--- src/rtl/alu.sv ---
// alu - registered WIDTH-bit integer ALU for the execute stage.
//
// The block samples the operands and the opcode on every rising clock edge.
// The result and the flags appear one cycle later. There is no handshake.
//
// Ports:
//   clk      - rising-edge clock
//   rst_n    - asynchronous active-low reset; clears all outputs
//   A, B     - WIDTH-bit operands
//   alu_ctrl - 3-bit opcode (ADD SUB AND OR XOR SHL SHR SLT)
//   result   - registered WIDTH-bit result
//   zero     - registered: result == 0
//   carry    - registered: add carry-out, sub borrow, or shifted-out bit
//   overflow - registered: signed overflow for ADD/SUB, otherwise 0
module alu #(
    parameter int WIDTH = 8
) (
    input  logic             clk,
    input  logic             rst_n,
    input  logic [WIDTH-1:0] A,
    input  logic [WIDTH-1:0] B,
    input  logic [2:0]       alu_ctrl,
    output logic [WIDTH-1:0] result,
    output logic             zero,
    output logic             carry,
    output logic             overflow
);

    typedef enum logic [2:0] {
        OP_ADD = 3'b000,
        OP_SUB = 3'b001,
        OP_AND = 3'b010,
        OP_OR  = 3'b011,
        OP_XOR = 3'b100,
        OP_SHL = 3'b101,
        OP_SHR = 3'b110,
        OP_SLT = 3'b111
    } op_e;

    localparam int MSB = WIDTH - 1;

    // The add and subtract paths are one bit wider than the operands.
    // For the sum, the extra bit is the carry-out.
    // For the difference, the extra bit is the unsigned borrow (A < B).
    logic [WIDTH:0]   sum;
    logic [WIDTH:0]   diff;
    logic [WIDTH-1:0] res_n;
    logic             c_n;
    logic             v_n;
    logic             lt_s;

    assign sum  = {1'b0, A} + {1'b0, B};
    assign diff = {1'b0, A} - {1'b0, B};
    assign lt_s = $signed(A) < $signed(B);

    always_comb begin
        res_n = '0;
        c_n   = 1'b0;
        v_n   = 1'b0;
        case (op_e'(alu_ctrl))
            OP_ADD: begin
                res_n = sum[MSB:0];
                c_n   = sum[WIDTH];
                v_n   = (A[MSB] == B[MSB]) && (sum[MSB] != A[MSB]);
            end
            OP_SUB: begin
                res_n = diff[MSB:0];
                c_n   = diff[WIDTH];
                v_n   = (A[MSB] != B[MSB]) && (diff[MSB] != A[MSB]);
            end
            OP_AND: res_n = A & B;
            OP_OR:  res_n = A | B;
            OP_XOR: res_n = A ^ B;
            OP_SHL: begin
                res_n = {A[MSB-1:0], 1'b0};
                c_n   = A[MSB];
            end
            OP_SHR: begin
                res_n = {1'b0, A[MSB:1]};
                c_n   = A[0];
            end
            OP_SLT: res_n = {{(WIDTH-1){1'b0}}, lt_s};
            default: ;
        endcase
    end

    always_ff @(posedge clk or negedge rst_n) begin
        if (!rst_n) begin
            result   <= '0;
            zero     <= 1'b0;
            carry    <= 1'b0;
            overflow <= 1'b0;
        end else begin
            result   <= res_n;
            zero     <= (res_n == '0);
            carry    <= c_n;
            overflow <= v_n;
        end
    end

endmodule

--- config.mk ---
export PLATFORM = sky130hd
export DESIGN_NAME = alu
export DESIGN_NICKNAME = d
export VERILOG_FILES = /design/src/rtl/alu.sv
export SDC_FILE = /design/constraint.sdc
export NUM_CORES = 1
export LEC_CHECK = 0
export ABC_CLOCK_PERIOD_IN_PS = 800
export BUFFER_PORTS_ARGS = -buffer_cell sky130_fd_sc_hd__buf_2
export CELL_PAD_IN_SITES_DETAIL_PLACEMENT = 2
export CELL_PAD_IN_SITES_GLOBAL_PLACEMENT = 2
export CORE_MARGIN = 2
export CORE_UTILIZATION = 29
export CTS_CLUSTER_DIAMETER = 120
export DETAILED_ROUTE_END_ITERATION = 7
export PLACE_DENSITY_LB_ADDON = 0.1
export SYNTH_ARGS = -nofsm -noshare
export SYNTH_HDL_FRONTEND = slang
export SYNTH_SLANG_ARGS = --single-unit
--- constraint.sdc ---
create_clock -name clk -period 0.8 [get_ports clk]
set_input_delay 0.16 -clock clk [delete_from_list [all_inputs] [get_ports clk]]
set_output_delay 0.16 -clock clk [all_outputs]
set_load 0.02 [all_outputs]
==> results_tabular.tex, run 1 <==
\begin{tabular}{lr}
\hline
Metric & Value \\
\hline
\multicolumn{2}{l}{\textbf{Synth}} \\
Synthesized-area fraction occupied by and/or/nand/nor cells & 17.0\% \\
Number of enable flip-flop cells after synthesis & 0 \\
Compound-Gate Fraction of Synth Area & around 29\% \\
Count of state elements after synthesis & 11 \\
Proportion of synthesized chip area in sequential cells & between 15 and 20\% \\
Number of unique standard cell types used by synthesis & 51 \\
Post-synthesis mux area share & between 3 and 4\% \\
Post-Syn Area per Cell & a little under 8 µm² \\
Main combinational cell family by area after synthesis & compound AO/OA/AOI/OAI gates \\
Nets in the synthesized netlist & between 200 and 300 \\
Area share of xor/xnor cells in the synthesized design & about 4.2\% \\
Mapped cell area & about 1700 µm² \\
Share of synthesized cell area in full adder, half adder and majority cells & $\sim$21\% \\
Most instantiated flip-flop cell in the synthesis netlist & sky130\_fd\_sc\_hd\_\_dfrtp\_1 \\
Fraction of synthesis flops using an asynchronous set or reset pin & 100\% \\
Number of instances in the synthesized netlist & 211 \\
Syn. warnings & 0 \\
\multicolumn{2}{l}{\textbf{Floorplanning}} \\
Count of standard-cell rows & 27 \\
I/O pin count & 32 \\
Die Span Y & roughly 79 µm \\
Die extent in x & approximately 79 µm \\
Effective utilization at floorplan & about 30\% \\
\multicolumn{2}{l}{\textbf{Timing}} \\
Pin ending the worst setup path after global-route repair & zero\$\_DFF\_PN0\_/D \\
Worst-path endpoint category & sequential cell input \\
\multicolumn{2}{l}{\textbf{Status}} \\
Status & aborted with a tool error \\
First reported error & [ERROR DPL-0033] detailed placement checks failed during check placement. \\
Stage at which the run stopped & global routing \\
\multicolumn{2}{l}{\textbf{Placed design}} \\
Last weighted congestion value of the routability-driven placer & $\sim$0.85 \\
IO buf count & 31 \\
Number of cells in the design after placement & $\sim$390 \\
Sum of net half-perimeters after detailed placement & approximately 6400 µm \\
\multicolumn{2}{l}{\textbf{Clocking}} \\
Num CTS Buffers & 3 \\
Clock tree root buffer cell & sky130\_fd\_sc\_hd\_\_clkbuf\_8 \\
Max H-tree Level & 1 \\
Sinks on Clock Net & 11 \\
Maximum buffer depth of the clock tree & 2 \\
\multicolumn{2}{l}{\textbf{Global route}} \\
Number of antenna violations at the first check in global routing & 0 \\
Maximum number of pins on one net before global-route repair & 12 \\
\hline
\end{tabular}
==> through the flow <==
step                      utilization (%)  hold WS, ps  instance area [µm²]  setup slack, ps
after CTS                            53.9          320                 2970            -1220
after detailed placement             47.3         33.1                 2600            -1620
after global placement               47.3         27.4                 2600            -1460
after floorplan                         -         -136                 1790            -1160
==> synthesized netlist by cell type, types with 3 or more instances <==
cell type | n | area, µm²
sky130_fd_sc_hd__inv_1 | 24 | 90.1
sky130_fd_sc_hd__ha_1 | 24 | 300
sky130_fd_sc_hd__nor2b_1 | 5 | 31.3
sky130_fd_sc_hd__nor2_1 | 23 | 86.3
sky130_fd_sc_hd__a21oi_1 | 20 | 100
sky130_fd_sc_hd__nand2b_1 | 3 | 18.8
sky130_fd_sc_hd__dfrtp_1 | 11 | 275
sky130_fd_sc_hd__buf_2 | 5 | 25.0
sky130_fd_sc_hd__a22oi_1 | 3 | 22.5
sky130_fd_sc_hd__nand2_1 | 16 | 60.1
sky130_fd_sc_hd__mux2i_1 | 3 | 30.0
sky130_fd_sc_hd__o21ai_0 | 7 | 35.0
sky130_fd_sc_hd__a211oi_1 | 7 | 52.6
sky130_fd_sc_hd__xnor2_1 | 6 | 52.6
sky130_fd_sc_hd__o21ai_1 | 7 | 35.0
==> cell families after synthesis <==
logic type                 count (synthesis)
AOI/OAI and AO/OA                         68
xor gates and xnor gates                   8
adders and majority gates                 26
buffers and inverters                     34
DFF                                       11
muxes                                      4
and+or+nand+nor                           60
==> what timing repair did <==
action                                  4_1_cts
setup buffers                                10
hold buffers                                  1
hold endpoints to repair                     11
endpoints found under the setup margin       22
resized for setup                            67
pin swaps                                    19
==> inputs of run 2 (changes only) <==
==> config.mk (replaced) <==
export PLATFORM = sky130hd
export DESIGN_NAME = alu
export DESIGN_NICKNAME = d
export VERILOG_FILES = /design/src/rtl/alu.sv
export SDC_FILE = /design/constraint.sdc
export NUM_CORES = 1
export LEC_CHECK = 0
export ABC_CLOCK_PERIOD_IN_PS = 1050
export BUFFER_PORTS_ARGS = -buffer_cell sky130_fd_sc_hd__buf_2
export CORE_MARGIN = 2
export CORE_UTILIZATION = 25
export DETAILED_ROUTE_END_ITERATION = 7
export PLACE_DENSITY_LB_ADDON = 0.15
export SYNTH_ARGS = -nofsm -noshare
export SYNTH_HDL_FRONTEND = slang
export SYNTH_SLANG_ARGS = --single-unit
==> constraint.sdc (replaced) <==
create_clock -name clk -period 1.05 [get_ports clk]
set_input_delay 0.21 -clock clk [delete_from_list [all_inputs] [get_ports clk]]
set_output_delay 0.21 -clock clk [all_outputs]
set_load 0.02 [all_outputs]
==> run 2 against run 1 <==
Against the previous run: the flow now finishes, with violations (setup timing); area after synthesis is the same; synthesized cell count stayed put.
==> results_tabular.tex, run 2 <==
\begin{tabular}{lr}
\hline
Metric & Value \\
\hline
\multicolumn{2}{l}{\textbf{Timing}} \\
Remaining max-slew budget at the tightest pin & 77.8\% \\
Maximum achievable frequency & between 400 and 500 MHz \\
Hold Fails Final Rpt & 0 \\
Final worst setup slack & -955 ps \\
Final count of pins violating max slew & 0 \\
Min cycle time layout & 2000 ps \\
Unrepaired setup endpoints after global routing & true \\
Finish-stage setup viols & 11 \\
Actual slew at the worst max-slew pin & about 330 ps \\
Worst hold margin & roughly 370 ps \\
Final critical-path share of the clock period & 191\% \\
\multicolumn{2}{l}{\textbf{Status}} \\
Violations in the final reports & setup timing \\
Status & complete, but fails checks \\
\multicolumn{2}{l}{\textbf{Route}} \\
Post-detailed-route via-to-cell ratio & between 4 and 5 \\
Detailed-router iteration count before antenna repair & 4 \\
DRC violations left & 0 \\
Routed len/inst & between 10 and 15 µm \\
Vias post-DR & 1924 \\
Detail Route Antenna Nets & 0 \\
First-iteration detailed-routing DRC count & 69 \\
Sum of routed wire length over all layers & 5660 µm \\
\multicolumn{2}{l}{\textbf{Critical path}} \\
CP Data Required Time & 1190 ps \\
Critical path launch point type & primary input \\
Classification of the worst setup path & primary input to register \\
Data arrival time of the critical path & between 2000 and 2500 ps \\
Delay-heaviest family, CP & compound AO/OA/AOI/OAI gates \\
Max stage delay cell, worst path & sky130\_fd\_sc\_hd\_\_or3\_4 \\
Cells traversed along the worst timing path & buf\_12 -> inv\_12 -> ha\_4 -> inv\_4 -> a221o\_1 -> a31oi\_4 -> mux2i\_2 -> a21oi\_2 -> or3\_4 -> nor4\_2 \\
CP peak stage delay & around 400 ps \\
Number of buffers and inverters on the critical path & 3 \\
Critical Path Sink Type & register \\
Largest fanout on the critical path & 3 \\
\multicolumn{2}{l}{\textbf{Synth}} \\
Number of enable flip-flop cells after synthesis & 0 \\
Most area-consuming cells after synthesis & sky130\_fd\_sc\_hd\_\_ha\_1 (18\%), sky130\_fd\_sc\_hd\_\_dfrtp\_1 (17\%), sky130\_fd\_sc\_hd\_\_a21oi\_1 (6.1\%), sky130\_fd\_sc\_hd\_\_inv\_1 (5.5\%), sky130\_fd\_sc\_hd\_\_nor2\_1 (5.2\%) \\
Proportion of synthesized chip area in sequential cells & between 15 and 20\% \\
Area share of xor/xnor cells in the synthesized design & between 4 and 5\% \\
Main combinational cell family by area after synthesis & compound AO/OA/AOI/OAI gates \\
Nets in the synthesized netlist & 258 \\
Cell taking the most area after synthesis & sky130\_fd\_sc\_hd\_\_ha\_1 \\
Leading cell types by count after synthesis & sky130\_fd\_sc\_hd\_\_ha\_1 (24), sky130\_fd\_sc\_hd\_\_inv\_1 (24), sky130\_fd\_sc\_hd\_\_nor2\_1 (23) \\
Synthesized-area fraction occupied by and/or/nand/nor cells & about 17\% \\
Post-Syn Area per Cell & about 7.8 µm² \\
Most instantiated flip-flop cell in the synthesis netlist & sky130\_fd\_sc\_hd\_\_dfrtp\_1 \\
Count of state elements after synthesis & 11 \\
Compound-Gate Fraction of Synth Area & between 20\% and 30\% \\
Share of the synthesized area in the top cell type & between 15 and 20\% \\
Mapped cell area & 1650 µm² \\
Syn. warnings & 0 \\
Post-synthesis mux area share & between 3 and 4\% \\
Number of unique standard cell types used by synthesis & 51 \\
Number of instances in the synthesized netlist & approximately 210 \\
Share of synthesized cell area in full adder, half adder and majority cells & between 20\% and 30\% \\
Fraction of synthesis flops using an asynchronous set or reset pin & 100\% \\
\multicolumn{2}{l}{\textbf{Floorplanning}} \\
Count of standard-cell rows & 29 \\
Die Span Y & 85.3 µm \\
Die extent in x & 85.3 µm \\
I/O pin count & 32 \\
Area of the die & between 7000 and 8000 µm² \\
Effective utilization at floorplan & about a quarter \\
Core Box Area & 6350 µm² \\
\multicolumn{2}{l}{\textbf{Global route}} \\
Final global-route overflow total & 0 \\
Number of global-route vias before repair & 1895 \\
Number of antenna violations at the first check in global routing & 0 \\
Global-route wire length before repair & a little over 9000 µm \\
Maximum number of pins on one net before global-route repair & 13 \\
GR Util All Layers & between 15 and 20\% \\
\multicolumn{2}{l}{\textbf{Placed design}} \\
IO buf count & 31 \\
Sum of net half-perimeters after detailed placement & 4520 µm \\
Number of cells in the design after placement & between 300 and 400 \\
Worst slack, placed & -1340 ps \\
Last weighted congestion value of the routability-driven placer & a little over 0.8 \\
\multicolumn{2}{l}{\textbf{Job}} \\
Maximum Capacitance Violations & 0 \\
\multicolumn{2}{l}{\textbf{Power and ir drop}} \\
Switching Power & 0.880 mW \\
Sw Share & approximately 37\% \\
Maximum vdd drop & $\sim$790 µV \\
Pwr per Cell Area & 791 nW/µm² \\
Sequential fraction of design power & a little over 20\% \\
Clock network fraction of design power & between 10\% and 20\% \\
Static power due to leakage & around 1.4 nW \\
Power consumption & about 2.4 mW \\
Internal power & between 1.5 and 2 mW \\
Share of total power in combinational logic & 62.5\% \\
\multicolumn{2}{l}{\textbf{Layout}} \\
Number of cells in the finished layout apart from fillers & slightly above 400 \\
Area growth from synthesis to layout & 82.6\% \\
Highest-count cells in the layout ignoring fill and taps & sky130\_fd\_sc\_hd\_\_buf\_4 (82), sky130\_fd\_sc\_hd\_\_buf\_2 (21), sky130\_fd\_sc\_hd\_\_nor2\_1 (20) \\
Layout filler cell count & just over 600 \\
Combined flip-flop and latch cell area & between 200 and 300 µm² \\
Max reg flops & 8 \\
Area taken by multi-input logic gates & about 1500 µm² \\
Share of layout cells above drive strength 1 & 54.7\% \\
Diode insertion count for antenna repair & 0 \\
Final \#Nets & 375 \\
Most common cell after layout, fill and taps aside & sky130\_fd\_sc\_hd\_\_buf\_4 \\
Most flops, register & result \\
\multicolumn{2}{l}{\textbf{Clocking}} \\
Clock tree from TritonCTS & built \\
Maximum buffer depth of the clock tree & 2 \\
Num CTS Buffers & 3 \\
Clock-pin slew reported for the worst setup and hold paths after clock tree synthesis & roughly 50 ps \\
Max H-tree Level & 1 \\
Sinks on Clock Net & 11 \\
Clock tree root buffer cell & sky130\_fd\_sc\_hd\_\_clkbuf\_8 \\
\multicolumn{2}{l}{\textbf{Min path}} \\
Path type of the worst min-delay path & primary input to async pin \\
\hline
\end{tabular}
-- run 2: cell counts after synthesis --
No cell type changed its count.
-- run 2: worst paths after layout --
path                       start         to  slack [ps]  cells past startpoint
worst max-delay path        B[4]       zero        -950                     10
worst min-delay path       rst_n  result[4]         370                      2
max in group asynchronous  rst_n   overflow         490                      2
min in group clk            A[7]   overflow         470                      3
-- run 2: kinds of logic (layout without fill, tap and decap cells) --
logic type | Yosys count | after routing
simple gates | 60 | 60
flops | 11 | 11
xor+xnor | 8 | 8
buf+inv | 34 | 150
compound gates | 68 | 68
mux | 4 | 4
fa+ha+maj | 26 | 26
-- run 2: per-layer routing --
metal | part of all wire (%) | routed length (µm) | track usage, %
met5 | 0 | 0 | 0
met4 | 0.83 | 47 | 3.61
met3 | 5.3 | 302 | 1.75
met2 | 47 | 2660 | 25.8
met1 | 47 | 2650 | 21.4
-- run 2: repair_timing --
item                                    4_1_cts  5_1_grt
resized for setup                            46       24
hold endpoints to repair                     11        0
pin swaps                                    28       26
setup buffers                                10        9
hold buffers                                  1        0
cloned                                        0        0
endpoints found under the setup margin       11       11
-- run 2: cell type report --
class | count | share of cell area (%)
repair buffers | 121 | 32.0
clock buffers | 4 | 1.50
inverters | 25 | 5.11
flip-flops and latches | 11 | 9.14
well taps | 77 | 3.20
multi-input cells | 166 | 49.0
-- run 2: stage by stage --
step | utilization [%] | area [µm²] | setup TNS [ps]
final | 47.4 | 3010 | -6950
after CTS | 45.5 | 2890 | -6840
after detailed placement | 40.7 | 2580 | -11010
after global placement | 40.7 | 2580 | -10810
after floorplan | - | 1790 | -6060
after global routing | 47.4 | 3010 | -7510
-- run 2: power groups by stage --
| stage | clock network [mW] | registers, mW | logic [mW] |
|---|---|---|---|
| 6_report | 0.409 | 0.484 | 1.49 |
| 5_1_grt | 0.449 | 0.488 | 1.61 |
| 4_1_cts | 0.423 | 0.485 | 1.40 |
| 3_5_place_dp | 0 | 0.491 | 1.25 |
| 3_3_place_gp | 0 | 0.491 | 1.26 |
| 2_1_floorplan | 0 | 0.564 | 0.604 |
Power figures use the tool's default switching activity.
==> inputs of run 3 (changes only) <==
--- a/config.mk
+++ b/config.mk
@@ -6,11 +6,12 @@
 export NUM_CORES = 1
 export LEC_CHECK = 0
 export ABC_CLOCK_PERIOD_IN_PS = 1050
-export BUFFER_PORTS_ARGS = -buffer_cell sky130_fd_sc_hd__buf_2
+export BUFFER_PORTS_ARGS = -buffer_cell sky130_fd_sc_hd__clkbuf_2
 export CORE_MARGIN = 2
 export CORE_UTILIZATION = 25
 export DETAILED_ROUTE_END_ITERATION = 7
 export PLACE_DENSITY_LB_ADDON = 0.15
+export SLEW_MARGIN = 20
 export SYNTH_ARGS = -nofsm -noshare
 export SYNTH_HDL_FRONTEND = slang
 export SYNTH_SLANG_ARGS = --single-unit
==> run 3 against run 2 <==
Against the previous run: the flow still finishes with violations (setup timing); sequential share of layout area up 0.13 points; clock-buffer cell count stayed put; flip-flop and latch count did not move; clock power hardly changed; sequential power increased by 1%; routed wire length down 2.6%; worst setup slack improved by 28 ps; fmax is 1.4% higher; largest power group unchanged; cell count fell by 0.25%; via count decreased by 1.6%; non-clock buffer count is 1 lower; die area unchanged.
==> results_tabular.tex, run 3 (synthesis results as in run 2) <==
\begin{tabular}{lr}
\hline
Metric & Value \\
\hline
\multicolumn{2}{l}{\textbf{Status}} \\
Status & complete, but fails checks \\
Violations in the final reports & setup timing \\
\multicolumn{2}{l}{\textbf{Critical path}} \\
Cell count along the critical path & 11 \\
Critical Path Sink Type & register \\
CP Data Required Time & 1190 ps \\
Largest fanout on the critical path & 3 \\
Cells traversed along the worst timing path & clkbuf\_16 -> inv\_12 -> ha\_4 -> fa\_2 -> o21bai\_4 -> a221oi\_2 -> nor2\_1 -> o21a\_1 -> o21ai\_1 -> or3\_1 -> nor4\_2 \\
Critical path launch point type & primary input \\
Data arrival time of the critical path & 2120 ps \\
CP peak stage delay & $\sim$390 ps \\
Delay-heaviest family, CP & simple AND/OR/NAND/NOR gates \\
End of the critical path & zero \\
Timing startpoint of the critical path & A[0] \\
Max stage delay cell, worst path & sky130\_fd\_sc\_hd\_\_or3\_1 \\
Number of buffers and inverters on the critical path & 2 \\
Classification of the worst setup path & primary input to register \\
\multicolumn{2}{l}{\textbf{Placed design}} \\
Last weighted congestion value of the routability-driven placer & roughly 0.8 \\
Number of cells in the design after placement & a little under 400 \\
Worst slack, placed & -1360 ps \\
IO buf count & 31 \\
Sum of net half-perimeters after detailed placement & roughly 4500 µm \\
\multicolumn{2}{l}{\textbf{Route}} \\
First-iteration detailed-routing DRC count & around 130 \\
Detail Route Antenna Nets & 0 \\
Post-detailed-route via-to-cell ratio & between 4 and 5 \\
Sum of routed wire length over all layers & $\sim$5500 µm \\
Met2 WL post-DR & 2550 µm \\
Detailed-router iteration count before antenna repair & 4 \\
Top metal layer carrying routed signals & met4 \\
Vias post-DR & about 1900 \\
Met3 wire length & between 150 and 200 µm \\
Routed length on met1 & 2690 µm \\
DRC violations left & 0 \\
Routed len/inst & $\sim$14 µm \\
\multicolumn{2}{l}{\textbf{Layout}} \\
Most common cell after layout, fill and taps aside & sky130\_fd\_sc\_hd\_\_buf\_4 \\
Max reg flops & 8 \\
Most flops, register & result \\
Number of cells in the finished layout apart from fillers & between 400 and 500 \\
Area taken by multi-input logic gates & between 1000 and 1500 µm² \\
Layout filler cell count & approximately 630 \\
Diode insertion count for antenna repair & 0 \\
Final \#Nets & 374 \\
Area growth from synthesis to layout & 79.9\% \\
Highest-count cells in the layout ignoring fill and taps & sky130\_fd\_sc\_hd\_\_buf\_4 (80), sky130\_fd\_sc\_hd\_\_nor2\_1 (22), sky130\_fd\_sc\_hd\_\_clkbuf\_2 (21) \\
Share of layout cells above drive strength 1 & between 50\% and 60\% \\
Combined flip-flop and latch cell area & $\sim$280 µm² \\
\multicolumn{2}{l}{\textbf{Global route}} \\
Global-route wire length before repair & 9300 µm \\
Maximum number of pins on one net before global-route repair & 12 \\
Final global-route overflow total & 0 \\
GR Util All Layers & roughly 16\% \\
Number of antenna violations at the first check in global routing & 0 \\
Number of global-route vias before repair & $\sim$2000 \\
\multicolumn{2}{l}{\textbf{Timing}} \\
Hold Fails Final Rpt & 0 \\
Final worst setup slack & -927 ps \\
Finish-stage setup viols & 11 \\
Setup TNS after final layout & -6810 ps \\
Unrepaired setup endpoints after global routing & true \\
Actual slew at the worst max-slew pin & between 300 and 400 ps \\
Min cycle time layout & roughly 2000 ps \\
Final count of pins violating max slew & 0 \\
Remaining max-slew budget at the tightest pin & 77.3\% \\
Final critical-path share of the clock period & 188\% \\
Maximum achievable frequency & around 510 MHz \\
\multicolumn{2}{l}{\textbf{Power and ir drop}} \\
Pwr per Cell Area & about 800 nW/µm² \\
Static power due to leakage & roughly 1.4 nW \\
Maximum vdd drop & between 800 and 900 µV \\
\multicolumn{2}{l}{\textbf{Clocking}} \\
Clock tree root buffer cell & sky130\_fd\_sc\_hd\_\_clkbuf\_8 \\
Max H-tree Level & 1 \\
Sinks on Clock Net & 11 \\
Clock tree from TritonCTS & built \\
Clock-pin slew reported for the worst setup and hold paths after clock tree synthesis & approximately 50 ps \\
Num CTS Buffers & 3 \\
Maximum buffer depth of the clock tree & 2 \\
\multicolumn{2}{l}{\textbf{Floorplanning}} \\
Count of standard-cell rows & 29 \\
I/O pin count & 32 \\
Core Box Area & about 6300 µm² \\
Die extent in x & roughly 85 µm \\
Area of the die & 7270 µm² \\
Die Span Y & 85.3 µm \\
Effective utilization at floorplan & around a quarter \\
\multicolumn{2}{l}{\textbf{Job}} \\
Maximum Capacitance Violations & 0 \\
\multicolumn{2}{l}{\textbf{Min path}} \\
Path type of the worst min-delay path & primary input to async pin \\
\hline
\end{tabular}
==> run 3: timing repair <==
item,4_1_cts,5_1_grt
hold buffers,1,0
endpoints found under the hold margin,11,0
setup endpoints to repair,11,11
setup buffers,7,4
resized for setup,46,20
gates cloned,0,0
pin swaps,25,24
==> run 3: per-stage QoR <==
stage / power, mW / util [%] / hold WS, ps / cell area, µm²
floorplan: 1.17 / - / -85.6 / 1790
finish: 2.34 / 46.8 / 374 / 2970
detailed placement: 1.74 / 40.6 / 96.0 / 2580
global placement: 1.74 / 40.6 / 90.2 / 2580
global route: 2.50 / 46.8 / 399 / 2970
CTS: 2.30 / 45.4 / 378 / 2890
==> run 3: area by class of cell <==
cell class / count / share of cell area, %
clock buffer: 4 / 1.52
inverter: 25 / 5.18
multi-input combinational: 166 / 48.3
sequential: 11 / 9.27
tap: 77 / 3.24
timing repair buffer: 120 / 32.5
==> run 3: worst min path at each step <==
| stage | end | slack [ps] | cells after the start |
|---|---|---|---|
| floorplan | carry | -90 | 0 |
| global placement | result[2] | 90 | 1 |
| detailed placement | result[1] | 100 | 1 |
| CTS | result[1] | 380 | 2 |
| global route | result[4] | 400 | 2 |
| finish | result[4] | 370 | 2 |
==> run 3: where the power goes <==
group          switching [mW]  internal (mW)
clock network           0.145          0.265
logic                   0.702          0.740
registers              0.0130          0.476
total                   0.860           1.48
==> run 3: routing by layer <==
metal  up-vias  global-route usage, %
li1        978                      -
met2        40                   25.9
met4         0                   4.76
met1       866                   21.3
met3         9                   1.65
met5         -                      0
==> inputs of run 4 (changes only) <==
==> constraint.sdc (replaced) <==
create_clock -name clk -period 1.05 [get_ports clk]
set_input_delay 0.1575 -clock clk [delete_from_list [all_inputs] [get_ports clk]]
set_output_delay 0.1575 -clock clk [all_outputs]
set_load 0.02 [all_outputs]
==> run 4 against run 3 <==
Against the previous run: the run still ends with setup timing left; design area rose by 0.13%; clock power hardly changed; worst setup slack improved by 5.1 ps; fmax is 0.26% higher; worst hold slack got worse by 52 ps; utilization is 0.059 points higher; global-route usage is 0.37 points lower; largest power group unchanged.
==> results_tabular.tex, run 4 (synthesis results as in run 2) <==
\begin{tabular}{lr}
\hline
Metric & Value \\
\hline
\multicolumn{2}{l}{\textbf{Clocking}} \\
Clock tree root buffer cell & sky130\_fd\_sc\_hd\_\_clkbuf\_8 \\
Clock tree from TritonCTS & built \\
Num CTS Buffers & 3 \\
Sinks on Clock Net & 11 \\
Clock-pin slew reported for the worst setup and hold paths after clock tree synthesis & 50 ps \\
Max H-tree Level & 1 \\
Maximum buffer depth of the clock tree & 2 \\
\multicolumn{2}{l}{\textbf{Layout}} \\
Final core area utilization & 46.8\% \\
Share of layout cells above drive strength 1 & a little over half \\
Area growth from synthesis to layout & 80.1\% \\
Layout filler cell count & roughly 620 \\
Final \#Nets & $\sim$370 \\
Max reg flops & 8 \\
Highest-count cells in the layout ignoring fill and taps & sky130\_fd\_sc\_hd\_\_buf\_4 (79), sky130\_fd\_sc\_hd\_\_clkbuf\_2 (21), sky130\_fd\_sc\_hd\_\_nor2\_1 (20) \\
Number of cells in the finished layout apart from fillers & between 400 and 500 \\
Diode insertion count for antenna repair & 0 \\
Most flops, register & result \\
Most common cell after layout, fill and taps aside & sky130\_fd\_sc\_hd\_\_buf\_4 \\
\multicolumn{2}{l}{\textbf{Floorplanning}} \\
I/O pin count & 32 \\
Die Span Y & 85.3 µm \\
Core Box Area & about 6300 µm² \\
Area of the die & about 7300 µm² \\
Effective utilization at floorplan & 26.0\% \\
Die extent in x & $\sim$85 µm \\
Count of standard-cell rows & 29 \\
\multicolumn{2}{l}{\textbf{Global route}} \\
Global-route wire length before repair & a little over 9000 µm \\
Maximum number of pins on one net before global-route repair & 12 \\
Number of antenna violations at the first check in global routing & 0 \\
GR Util All Layers & 15.2\% \\
Final global-route overflow total & 0 \\
Number of global-route vias before repair & around 2000 \\
\multicolumn{2}{l}{\textbf{Timing}} \\
Final critical-path share of the clock period & 188\% \\
Hold Fails Final Rpt & 0 \\
Actual slew at the worst max-slew pin & roughly 310 ps \\
Final worst setup slack & -922 ps \\
Final count of pins violating max slew & 0 \\
Remaining max-slew budget at the tightest pin & 79.1\% \\
Finish-stage setup viols & 11 \\
Min cycle time layout & roughly 2000 ps \\
Maximum achievable frequency & about 500 MHz \\
Unrepaired setup endpoints after global routing & true \\
\multicolumn{2}{l}{\textbf{Route}} \\
Routed len/inst & around 14 µm \\
Sum of routed wire length over all layers & 5440 µm \\
Detailed-router iteration count before antenna repair & 4 \\
Post-detailed-route via-to-cell ratio & roughly 4.8 \\
Detail Route Antenna Nets & 0 \\
DRC violations left & 0 \\
Vias post-DR & about 1900 \\
First-iteration detailed-routing DRC count & between 80 and 90 \\
\multicolumn{2}{l}{\textbf{Critical path}} \\
Largest fanout on the critical path & 3 \\
Data arrival time of the critical path & between 2000 and 2500 ps \\
Critical path launch point type & primary input \\
Classification of the worst setup path & primary input to register \\
CP Data Required Time & roughly 1200 ps \\
Critical Path Sink Type & register \\
\multicolumn{2}{l}{\textbf{Placed design}} \\
Last weighted congestion value of the routability-driven placer & 0.804 \\
IO buf count & 31 \\
Number of cells in the design after placement & a little under 400 \\
Worst slack, placed & -1330 ps \\
Sum of net half-perimeters after detailed placement & about 4500 µm \\
\multicolumn{2}{l}{\textbf{Power and ir drop}} \\
Maximum vdd drop & approximately 860 µV \\
Pwr per Cell Area & 788 nW/µm² \\
Static power due to leakage & roughly 1.4 nW \\
\multicolumn{2}{l}{\textbf{Job}} \\
Maximum Capacitance Violations & 0 \\
\multicolumn{2}{l}{\textbf{Status}} \\
Violations in the final reports & setup timing \\
Status & complete, but fails checks \\
\multicolumn{2}{l}{\textbf{Min path}} \\
Path type of the worst min-delay path & primary input to async pin \\
\hline
\end{tabular}
## run 4: cell types whose count changed in the layout (fill, tap and decap cells not counted), moves of 2 or more
cell,before,now
sky130_fd_sc_hd__ha_2,3,0
sky130_fd_sc_hd__ha_1,14,16
sky130_fd_sc_hd__nor2_1,22,20
sky130_fd_sc_hd__nor2_2,1,3
## run 4: area by class of cell
cell class	instances	area, µm²	area share, %
clock buffer	4	45.0	1.52
inverter	25	154	5.18
multi-input combinational	166	1440	48.4
sequential	11	275	9.26
tap	77	96.3	3.24
timing repair buffer	119	962	32.4
## run 4: critical path, stage by stage
cell and delay [ps]:
sky130_fd_sc_hd__clkbuf_16 130, sky130_fd_sc_hd__inv_12 30, sky130_fd_sc_hd__ha_4 150, sky130_fd_sc_hd__fa_2 370, sky130_fd_sc_hd__xor2_1 160, sky130_fd_sc_hd__a221o_1 340, sky130_fd_sc_hd__o21ai_2 80, sky130_fd_sc_hd__a21oi_2 90
sky130_fd_sc_hd__or3_1 390, sky130_fd_sc_hd__nor4_2 220
## run 4: metal layers
metal / vias up / global-route usage [%] / wire [µm]
met5: - / 0 / 0
met4: 0 / 5.48 / 134
met3: 11 / 1.36 / 212
met2: 47 / 24.2 / 2480
met1: 882 / 21.4 / 2620
li1: 976 / - / -
## run 4: path summary, 6_finish.rpt
check / end / slack, ps / start / cells past startpoint
worst min-delay path: result[4] / 320 / rst_n / 2
min in group clk: result[1] / 480 / alu_ctrl[1] / 4
max in group asynchronous: overflow / 520 / rst_n / 2
worst max-delay path: zero / -920 / A[0] / 10
## run 4: repair_timing
item	CTS	global route
hold buffers	1	0
hold endpoints to repair	11	0
gates cloned	0	0
setup buffers	7	2
pin swaps	22	17
gates resized for setup	38	30
endpoints found under the setup margin	11	11
## run 4: power by group
group          leakage, nW  switching [mW]  internal, mW  total [mW]
clock               0.0228           0.143         0.265       0.408
sequential           0.136          0.0126         0.476       0.488
combinational         1.23           0.701         0.745        1.45
total                 1.39           0.856          1.49        2.34
## run 4: stage by stage
stage / area (µm²) / power (mW) / hold WS, ps / setup TNS, ps
detailed placement: 2580 / 1.74 / 43.0 / -10370
global route: 2970 / 2.51 / 341 / -6740
global placement: 2580 / 1.74 / 37.7 / -10090
finish: 2970 / 2.34 / 322 / -6080
CTS: 2860 / 2.29 / 330 / -6150
floorplan: 1790 / 1.17 / -138 / -5480
